### src/rtl/wr_fifo_ctrl.sv
// Write-side controller of an async FIFO: pointers, full/level flags,
// sticky overflow. rd_ptr_gray arrives already synchronised into clk.
module wr_fifo_ctrl #(
  parameter int    ADDR_WDTH    = 4,
  parameter string SYNC_FULL_N  = "TRUE",
  parameter int    AFULL_THRESH = 12
) (
  input  logic                 clk,
  input  logic                 rst_n,
  input  logic                 wr_en,
  input  logic [ADDR_WDTH-1:0] rd_ptr_gray,
  output logic [ADDR_WDTH-1:0] wr_ptr_gray,
  output logic [ADDR_WDTH-1:0] wr_ptr_bin,
  output logic                 full_n,
  output logic [ADDR_WDTH-1:0] wr_level,
  output logic                 almost_full,
  output logic                 overflow
);

  localparam bit SYNC = (SYNC_FULL_N == "TRUE");
  localparam logic [ADDR_WDTH-1:0] ONE = 1;
  localparam logic [ADDR_WDTH-1:0] THR = ADDR_WDTH'(AFULL_THRESH);

  logic [ADDR_WDTH-1:0] wr_ptr;
  logic [ADDR_WDTH-1:0] rd_ptr;
  logic [ADDR_WDTH-1:0] next_wr_ptr;
  logic                 full_w;
  logic                 full_r;
  logic                 accept;

  // Binary bit j is the XOR of all Gray bits from j up to the MSB
  always_comb begin
    rd_ptr = '0;
    for (int j = 0; j < ADDR_WDTH; j++) begin
      rd_ptr[j] = ^(rd_ptr_gray >> j);
    end
  end

  always_comb begin
    full_w      = ((wr_ptr + ONE) == rd_ptr);
    accept      = wr_en & ~full_w & ~(SYNC & full_r);
    next_wr_ptr = accept ? (wr_ptr + ONE) : wr_ptr;
    wr_level    = wr_ptr - rd_ptr;
  end

  assign full_n     = accept;
  assign wr_ptr_bin = wr_ptr;

  always_ff @(posedge clk) begin
    if (!rst_n) begin
      wr_ptr      <= '0;
      wr_ptr_gray <= '0;
      full_r      <= 1'b0;
      almost_full <= 1'b0;
      overflow    <= 1'b0;
    end else begin
      wr_ptr      <= next_wr_ptr;
      wr_ptr_gray <= next_wr_ptr ^ (next_wr_ptr >> 1);
      full_r      <= full_w;
      almost_full <= (wr_level >= THR);
      overflow    <= overflow | (wr_en & ~accept);
    end
  end

endmodule

### config.mk
export PLATFORM = sky130hd
export DESIGN_NAME = wr_fifo_ctrl
export DESIGN_NICKNAME = d
export VERILOG_FILES = /design/src/rtl/wr_fifo_ctrl.sv
export SDC_FILE = /design/constraint.sdc
export NUM_CORES = 1
export LEC_CHECK = 0
export CAP_MARGIN = 40
export CORE_MARGIN = 10
export CORE_UTILIZATION = 44
export DETAILED_ROUTE_END_ITERATION = 10
export PLACE_DENSITY = 0.85
export SLEW_MARGIN = 20
export SYNTH_ARGS = -nofsm -noshare
export SYNTH_HDL_FRONTEND = slang
export SYNTH_SLANG_ARGS = --single-unit
export TNS_END_PERCENT = 10
### constraint.sdc
create_clock -name clk -period 2.55 [get_ports clk]
set_clock_uncertainty 0.05 [all_clocks]
set_input_delay 0.51 -clock clk [delete_from_list [all_inputs] [get_ports clk]]
set_output_delay 0.51 -clock clk [all_outputs]
set_load 0.02 [all_outputs]
==> metrics <==
IO Port Bufs 21; CP Class input port to primary output; crit-path max FO 3; final hold vios 0; Via density 5.17; family with the most delay on the worst path XOR/XNOR gates; clock insertion delay at the later pin of the skew report 270 ps; initial core utilization 45.5%; Setup crit start rd_ptr_gray[2]; Rows 14; largest cells by area after synthesis dfxtp_1 (30%), xor2_1 (12%), ha_1 (7.5%), xnor2_1 (6.5%), mux2i_1 (6.0%); Worst Max-Slew Pin Slew 421 ps; initial antenna violation count 0; Max Clk Rate 375 MHz; CTS tree built; hold crit path type flop to flop; grt total ovfl 0; Tcrit/Tclk final 105%; Final Setup Violations 3; initial drt markers 11; Yosys cell types 28; CTS Buf Count 3; Worst Path Buf+Inv 3; min Tclk post-route 2670 ps; drt first pass iters 4; max capacitance violation total 0; hold_sp overflow; Pins Over Slew Limit 0; Die Wd 59.0 um; share of layout cells above drive strength 1 39.6%; final HPWL from detailed placement 1460 um; Worst IR Drop VDD 358 uV; DP Worst Slack -1040 ps; wire per inst 14.8 um; Ports 22; area share of the largest cell type after synthesis 29.9%; worst reg2reg path startpoint wr_ptr_bin[1]; H-tree depth 1; Clock Pin Slew Worst Setup and Hold Paths 70 ps; CP peak stage delay 220 ps; RSZ-0062 raised after global routing yes; DRC 0; CTS Hold Bufs 0; Crit-path slowest cell ha_2; largest area contributor in the synthesized netlist dfxtp_1; Final Instance Area 0.00112 mm2; largest net degree at the start of global routing 14; synthesis-stage register bit count 10; Worst EP arrival 2110 ps; Vias 656; failing checks negative setup slack; Syn Area/Cell 9.56 um2; status finished, violations left; first-pass GRT wire length 3440 um; core area 0.00147 mm2; P per Cell Area 643 mW/mm2; die footprint 0.00348 mm2; Mapped Cells 70; leakage dissipation 0.533 nW; CP endpoint kind primary output; Sink Count 10; gpl congestion 0.779; Critical Path Source Type input port; final setup margin -120 ps; Hold Slack 418 ps; GRT Util Overall 12.5%; Clk Tree Root Cell clkbuf_4; synth-to-layout area growth 67.3%; deepest clock path buffer count 2; placed cell areas 0.00104 mm2; worst-path cell chain buf_8 > xor2_4 > xnor2_2 > xnor2_1 > ha_2 > inv_2 > a21o_1 > a21oi_2 > xor2_2 > buf_6; Post-Syn Nets 82; Syn. warnings 0; sequential area share after synthesis 29.9%; post-layout power 720 uW; die height 59.0 um; layout net count 124; vias in the first global route 730; Total Wirelength 1880 um; max_slew headroom 71.9%; n_diodes 0; critical path required time 1990 ps; synthesized area 669 um2; ANT nets after route 0
-- registers in the layout, summed over array words and instances (netlist names) --
register / flops
wr_ptr_bin: 4
overflow: 1
full_r: 1
wr_ptr_gray: 3
almost_full: 1
-- per-stage QoR --
stage               setup TNS (ps)  instances  utilization [%]
finish                        -237        127             76.1
global route                  -481        127             76.1
CTS                           -321        127             75.3
detailed placement           -6560        121             70.6
global placement             -5360        121             70.6
floorplan                        0         70                -
-- synthesized netlist by cell type --
cell / number
nand2b_1: 2
nor3_1: 1
nor3b_1: 1
and2b_2: 1
fa_1: 1
o31a_2: 2
and3_1: 1
nand3_1: 2
buf_4: 1
a21boi_0: 1
xnor2_1: 5
a211oi_4: 1
a21oi_2: 1
xor2_1: 9
o21ai_1: 1
and2_1: 3
or3_4: 1
inv_1: 5
nor2_4: 1
nand2_1: 7
and2_2: 1
a21o_1: 1
o21a_1: 1
a21oi_1: 1
dfxtp_1: 10
clkbuf_1: 1
mux2i_1: 4
ha_1: 4
-- kinds of logic (layout without fill, tap and decap cells) --
logic type / after synthesis / count (layout) / synth area share (%)
buffers and inverters: 7 / 48 / 4.49
AND/OR/NAND/NOR: 21 / 21 / 18.7
multiplexers: 4 / 4 / 5.98
XOR/XNOR: 14 / 14 / 18.3
AO/OA/AOI/OAI: 9 / 9 / 12.1
adder cells (fa/ha/maj): 5 / 5 / 10.5
flip-flops: 10 / 10 / 29.9
-- repair_timing --
| item | 4_1_cts | 5_1_grt |
|---|---|---|
| setup buffers | 2 | 0 |
| gates cloned | 0 | 0 |
| setup endpoints to repair | 7 | 4 |
| gates resized for setup | 41 | 4 |
| pin swaps | 10 | 7 |
-- report_power, final --
group          internal [mW]  total [mW]  switching (mW)
clock                 0.0868       0.148          0.0615
sequential             0.174       0.181         0.00735
combinational          0.200       0.391           0.191
total                  0.460       0.720           0.260
-- metal layers --
metal  GRT usage [%]  share of wire, %  vias to the layer above
met5               0                 0                        -
met4            5.25               2.2                        0
met3            6.01               8.0                        6
met2            20.7                51                       27
met1            13.3                39                      312
li1                -                 -                      311
-- cell usage in the layout, fill, tap and decap left out, drive strengths merged --
master / synthesis / routed
ha: 4 / 4
o21a: 1 / 1
buf: 1 / 24
a211oi: 1 / 1
clkdlybuf4s50: 0 / 12
nand3: 2 / 2
a21o: 1 / 1
dlymetal6s2s: 0 / 1
inv: 5 / 5
and3: 1 / 1
dlygate4sd2: 0 / 1
nor2: 1 / 1
o31a: 2 / 2
xor2: 9 / 9
clkbuf: 1 / 4
clkdlybuf4s15: 0 / 1
a21oi: 2 / 2
xnor2: 5 / 5
nor3: 1 / 1
and2: 4 / 4
o21ai: 1 / 1
nand2b: 2 / 2
or3: 1 / 1
a21boi: 1 / 1
dfxtp: 10 / 10
mux2i: 4 / 4
and2b: 1 / 1
nand2: 7 / 7
fa: 1 / 1
nor3b: 1 / 1
-- worst paths after layout --
path / end / cells past startpoint / slack [ps]
worst max-delay path: wr_level[3] / 10 / -120
worst min-delay path: overflow / 1 / 420
worst max register to register: wr_ptr_gray[2] / 9 / 240
worst min register to register: overflow / 1 / 420
-- cell type report --
| type | count | area (um2) |
|---|---|---|
| fill | 94 | 352 |
| multi-input combinational | 53 | 489 |
| clock buffer | 4 | 36.3 |
| sequential | 10 | 200 |
| tap | 16 | 20.0 |
| inverter | 5 | 18.8 |
| timing repair buffer | 39 | 355 |
(Power assumes the default switching activity.)
